File: src/rtl/serial_word_assembler_pkg.sv
// Shared definitions for the serial word assembler: FSM state encoding and
// the bit-counter width rule.
package serial_word_assembler_pkg;

  typedef enum logic [1:0] {
    ST_IDLE  = 2'd0,
    ST_SHIFT = 2'd1,
    ST_LOAD  = 2'd2
  } state_e;

  // Bit counter width: enough to hold x-1, but never narrower than one bit.
  function automatic int cnt_width(input int x);
    return (x <= 1) ? 1 : $clog2(x);
  endfunction

endpackage

File: src/rtl/serial_word_assembler_bit_counter.sv
// Frame bit counter. clr_i loads 1 (the start bit is bit #1), inc_i counts one
// more accepted bit. last_o flags that the next accepted bit completes the word.
module serial_word_assembler_bit_counter
  import serial_word_assembler_pkg::*;
#(
  parameter int x = 4
) (
  input  logic                   clk,
  input  logic                   rst,
  input  logic                   clr_i,
  input  logic                   inc_i,
  output logic [cnt_width(x)-1:0] count_o,
  output logic                   last_o
);

  localparam int CW = cnt_width(x);
  localparam logic [CW-1:0] LAST_CNT = CW'(x - 1);

  logic [CW-1:0] count_q, count_d;

  // Next count: clear has priority over increment.
  always_comb begin
    count_d = count_q;
    if (clr_i) begin
      count_d = CW'(1);
    end else if (inc_i) begin
      count_d = count_q + CW'(1);
    end
  end

  // Count register.
  always_ff @(posedge clk or posedge rst) begin
    if (rst) begin
      count_q <= '0;
    end else begin
      count_q <= count_d;
    end
  end

  assign count_o = count_q;
  assign last_o  = (count_q == LAST_CNT);

endmodule

File: src/rtl/serial_word_assembler.sv
// Serial word assembler: collects a framed serial bit stream into an x-bit
// word and presents it with a one-cycle load pulse for a downstream register.
//
// Input handshake: ser_valid qualifies ser_in (and ser_start) in the cycle it
// is high; there is no ready, every valid bit is consumed on that clock edge.
// Outputs are all registered; data_out only changes on the edge raising load.
module serial_word_assembler
  import serial_word_assembler_pkg::*;
#(
  parameter int x         = 4,
  parameter bit MSB_FIRST = 1'b0
) (
  input  logic                    clk,
  input  logic                    rst,
  input  logic                    ser_in,
  input  logic                    ser_valid,
  input  logic                    ser_start,
  output logic [x-1:0]            data_out,
  output logic                    load,
  output logic                    busy,
  output logic                    frame_err,
  output logic [1:0]              dbg_state,
  output logic [cnt_width(x)-1:0] dbg_count
);

  localparam bit SINGLE_BIT = (x == 1);
  // Where a new bit enters the shift register: top for right shift (LSB
  // first), bottom for left shift (MSB first).
  localparam logic [x-1:0] INS_POS = x'(1) << (MSB_FIRST ? 0 : x - 1);

  state_e         state_q, state_d;
  logic [x-1:0]   sr_q, sr_d;
  logic [x-1:0]   data_q, data_d;
  logic           ferr_q, ferr_d;
  logic           cnt_clr, cnt_inc, cnt_last;
  logic [x-1:0]   sr_fresh, sr_cont;

  // Shift one bit into base in the configured order.
  function automatic logic [x-1:0] shift_in(input logic [x-1:0] base, input logic b);
    logic [x-1:0] ins;
    ins = b ? INS_POS : '0;
    if (MSB_FIRST) begin
      return (base << 1) | ins;
    end else begin
      return (base >> 1) | ins;
    end
  endfunction

  serial_word_assembler_bit_counter #(.x(x)) u_bit_counter (
    .clk     (clk),
    .rst     (rst),
    .clr_i   (cnt_clr),
    .inc_i   (cnt_inc),
    .count_o (dbg_count),
    .last_o  (cnt_last)
  );

  // Candidate shift values: starting a fresh frame, or continuing the current one.
  always_comb begin
    sr_fresh = shift_in('0, ser_in);
    sr_cont  = shift_in(sr_q, ser_in);
  end

  // FSM next state, shift register, output word and error pulse.
  always_comb begin
    state_d = state_q;
    sr_d    = sr_q;
    data_d  = data_q;
    ferr_d  = 1'b0;
    cnt_clr = 1'b0;
    cnt_inc = 1'b0;
    case (state_q)
      // LOAD accepts input exactly like IDLE, so frames can run back to back.
      ST_IDLE, ST_LOAD: begin
        state_d = ST_IDLE;
        if (ser_valid && ser_start) begin
          sr_d    = sr_fresh;
          cnt_clr = 1'b1;
          if (SINGLE_BIT) begin
            state_d = ST_LOAD;
            data_d  = sr_fresh;
          end else begin
            state_d = ST_SHIFT;
          end
        end
      end
      ST_SHIFT: begin
        if (ser_valid) begin
          if (ser_start) begin
            // Restart: drop the partial word, this bit is bit #1 again.
            sr_d    = sr_fresh;
            cnt_clr = 1'b1;
            ferr_d  = 1'b1;
            if (SINGLE_BIT) begin
              state_d = ST_LOAD;
              data_d  = sr_fresh;
            end
          end else begin
            sr_d    = sr_cont;
            cnt_inc = 1'b1;
            if (cnt_last) begin
              state_d = ST_LOAD;
              data_d  = sr_cont;
            end
          end
        end
      end
      default: begin
        state_d = ST_IDLE;
      end
    endcase
  end

  // State, shift register and registered outputs.
  always_ff @(posedge clk or posedge rst) begin
    if (rst) begin
      state_q <= ST_IDLE;
      sr_q    <= '0;
      data_q  <= '0;
      ferr_q  <= 1'b0;
    end else begin
      state_q <= state_d;
      sr_q    <= sr_d;
      data_q  <= data_d;
      ferr_q  <= ferr_d;
    end
  end

  assign data_out  = data_q;
  assign load      = (state_q == ST_LOAD);
  assign busy      = (state_q == ST_SHIFT);
  assign frame_err = ferr_q;
  assign dbg_state = state_q;

endmodule

File: config.mk
export PLATFORM = sky130hd
export DESIGN_NAME = serial_word_assembler
export DESIGN_NICKNAME = d
export VERILOG_FILES = /design/src/rtl/serial_word_assembler_pkg.sv /design/src/rtl/serial_word_assembler_bit_counter.sv /design/src/rtl/serial_word_assembler.sv
export SDC_FILE = /design/constraint.sdc
export NUM_CORES = 1
export LEC_CHECK = 0
export CELL_PAD_IN_SITES_DETAIL_PLACEMENT = 2
export CELL_PAD_IN_SITES_GLOBAL_PLACEMENT = 2
export CORE_UTILIZATION = 29
export DETAILED_ROUTE_END_ITERATION = 7
export PLACE_DENSITY_LB_ADDON = 0.1
export SLEW_MARGIN = 20
export SYNTH_ARGS = -nofsm -noshare
export SYNTH_HDL_FRONTEND = slang
export SYNTH_SLANG_ARGS = --single-unit
File: constraint.sdc
create_clock -name clk -period 1.8 [get_ports clk]
set_clock_uncertainty 0.15 [all_clocks]
set_input_delay 0.27 -clock clk [delete_from_list [all_inputs] [get_ports clk]]
set_output_delay 0.27 -clock clk [all_outputs]
set_load 0.02 [all_outputs]
==> impl_metrics.json <==
{
  "cts_buffers": 3,
  "cts_hold_buf": 0,
  "p_sw_share_pct": 37.9,
  "critPathKind": "flop to output port",
  "maxSlewViolCount": 0,
  "cp-end-kind": "output port",
  "wirelength_um": 1450,
  "syn_to_final_growth_pct": 39.6,
  "avgViaCountPerCell": 4.86,
  "setup_viol": 0,
  "reg2regPathDepth": 4,
  "tns_ns": 0,
  "synth_seq_cells": 12,
  "p_per_area_mw_per_mm2": 1590,
  "max_freq_mhz": 577,
  "r2r_slack_ns": 0.33,
  "dpl.hpwl_um": 1090,
  "fin_util_pct": 44.8,
  "syn_inst": 44,
  "r2r_start": "dbg_state[1]$_DFFE_PP0P_",
  "drive_gt1_share_pct": 26.2,
  "start_util_pct": 32.1,
  "critPathBufInv": 1,
  "rr_endpoint": "u_bit_counter.count_o[0]$_DFFE_PP0P_",
  "ant_nets": 0,
  "ys_seq_area_share_pct": 52.5,
  "grt_pass1_vias": 470,
  "cts.sinks": 12,
  "via_count": 437,
  "setup_slack_ns": 0.0662,
  "maxCapViolations": 0,
  "worstMarginPinSlew_ns": 0.487,
  "clk_pin_slew_ns": 0.08,
  "hold_class": "primary input to asynchronous set/reset pin",
  "crit_path_cell_trace": "clkdlybuf4s50_1",
  "wl_per_cell_um": 16.1,
  "synth_area_um2": 572,
  "route.detailed.drc": 0,
  "synth_nets": 50,
  "port_buffers": 15,
  "p_leak_nw": 0.384,
  "finalNonFillerCells": 90,
  "yosysWarnings": 0,
  "firstDrtPassIters": 3,
  "crit_slowest_cell": "clkdlybuf4s50_1",
  "antenna_found_initial": 0,
  "gp_congestion": 0.666,
  "dp_slack_ns": -0.00885,
  "ys_types": 20,
  "cts_tree": "built",
  "dieArea_mm2": 0.00215,
  "final_net_count": 73,
  "syn_avg_cell_area_um2": 13.0,
  "grt.total_usage_pct": 15.5,
  "pwr-share-clk_pct": 13.1,
  "arrival_ns": 1.31,
  "clk_path_buf_depth": 2,
  "grt_pass1_wl_um": 2210,
  "comb_power_share_pct": 50.4,
  "clock_latency_ns": 0.27,
  "outcome": "finished clean",
  "slowest_delay_ns": 0.63,
  "pwr-share-seq_pct": 36.6,
  "relSlewSlack_pct": 67.5,
  "core_area_mm2": 0.00178,
  "post-route-min-period_ns": 1.73,
  "cp_top_family": "buffers and inverters",
  "pin_count": 16,
  "grt_max_degree": 13,
  "intPower_w": 0.000786,
  "finalCritPeriodShare_pct": 96.3,
  "n_antenna_cell": 0,
  "cts-root-buf": "clkbuf_4",
  "required_ns": 1.38,
  "cp-start-kind": "flop",
  "hold_violations": 0,
  "rsz0062_at_grt": "no",
  "drtIter0Drc": 1,
  "irDropWorstVdd_mv": 0.654,
  "cp_max_fo": 4,
  "die_w_um": 46.4,
  "fp.dieH_um": 46.4,
  "netSwitchingPower_w": 0.000480,
  "grt_overflow": 0,
  "num_rows": 15,
  "cts_max_level": 1,
  "dp.cells": 87
}
worst max-delay path by stage:
| stage | from | endpoint | slack [ns] | cells past startpoint |
|---|---|---|---|---|
| floorplan | dbg_state[1]$_DFFE_PP0P_ | data_out[0]$_DFFE_PP0P_ | 0.29 | 3 |
| CTS | u_bit_counter.count_o[0]$_DFFE_PP0P_ | dbg_count[0] | 0.04 | 1 |
| global route | u_bit_counter.count_o[0]$_DFFE_PP0P_ | dbg_count[0] | 0.007 | 1 |
| detailed placement | ser_start | data_out[1]$_DFFE_PP0P_ | -0.009 | 4 |
| global placement | ser_start | data_out[0]$_DFFE_PP0P_ | 0.02 | 4 |
| finish | u_bit_counter.count_o[0]$_DFFE_PP0P_ | dbg_count[0] | 0.07 | 1 |
registers in the layout, indices dropped and copies added, names as in the netlist:
register,flops
data_out,4
dbg_state,2
frame_err,1
sr_q,3
u_bit_counter.count_o,2
per-layer routing:
layer	part of all wire, %	track usage, %	up-vias
met5	0	0	-
met3	3.2	3.53	4
met2	51	23.9	13
met1	44	19.6	218
li1	-	-	202
met4	1.7	8.82	0
synth_stat cells (all sizes together):
cell type / instances / share of area (%)
mux2: 6 / 15
a21oi: 2 / 2.4
a221oi: 1 / 1.5
inv: 2 / 1.3
dfrtp: 12 / 53
buf: 1 / 0.66
and2b: 1 / 1.3
o21ai: 2 / 1.7
nor2b: 4 / 5.7
nor3b: 1 / 2.2
nand3: 4 / 5.7
nand2: 3 / 2.0
and3: 1 / 1.1
a32oi: 3 / 4.6
ha: 1 / 2.2
cell usage in the layout, fill, tap and decap left out, drive strengths merged:
cell type      instances
buf                    4
nor3b                  1
dfrtp                 12
clkdlybuf4s50         12
and3                   1
inv                    2
dlygate4sd2            3
nor2b                  4
nand2                  3
a221oi                 1
ha                     1
a21oi                  2
mux2                   6
and2b                  1
a32oi                  3
clkbuf                 3
nand3                  4
o21ai                  2
area by class of cell:
class | count | area, um^2
clock buffers | 3 | 22.5
fillers | 189 | 985
inverters | 2 | 7.51
multi-input cells | 29 | 260
flip-flops and latches | 12 | 300
well taps | 25 | 31.3
repair buffers | 19 | 176
power by group through the flow:
stage | sequential, W | combinational (W) | clock [W]
floorplan | 0.000551 | 0.000271 | 0
global placement | 0.000466 | 0.000639 | 0
detailed placement | 0.000471 | 0.000652 | 0
CTS | 0.000466 | 0.000647 | 0.000177
global route | 0.000477 | 0.000683 | 0.000189
finish | 0.000463 | 0.000638 | 0.000165
what timing repair did:
action,CTS,global route
gates resized for setup,3,0
setup endpoints to repair,3,0
buffers inserted,0,0
kinds of logic (layout without fill, tap and decap cells):
logic type / after synthesis / in the layout / synth area share, %
adders and majority gates: 1 / 1 / 2.19
and+or+nand+nor: 14 / 14 / 17.9
AOI/OAI and AO/OA: 8 / 8 / 10.3
DFF: 12 / 12 / 52.5
buffers and inverters: 3 / 24 / 1.97
muxes: 6 / 6 / 15.1
stage by stage:
step | power, W | hold WS [ns] | area [um^2]
finish | 0.00127 | 0.168 | 798
global route | 0.00135 | 0.220 | 798
CTS | 0.00129 | 0.173 | 798
detailed placement | 0.00112 | 0.346 | 779
global placement | 0.00110 | 0.352 | 779
floorplan | 0.000821 | -0.0153 | 572
worst reg2reg max path, stage by stage, from the launching register on:
cell and delay [ns]:
dfrtp_1 0.44, buf_4 0.19, nor3b_2 0.32, mux2_4 0.22, a21oi_2 0.05
Note: power is estimated with default switching activity, not from simulation.
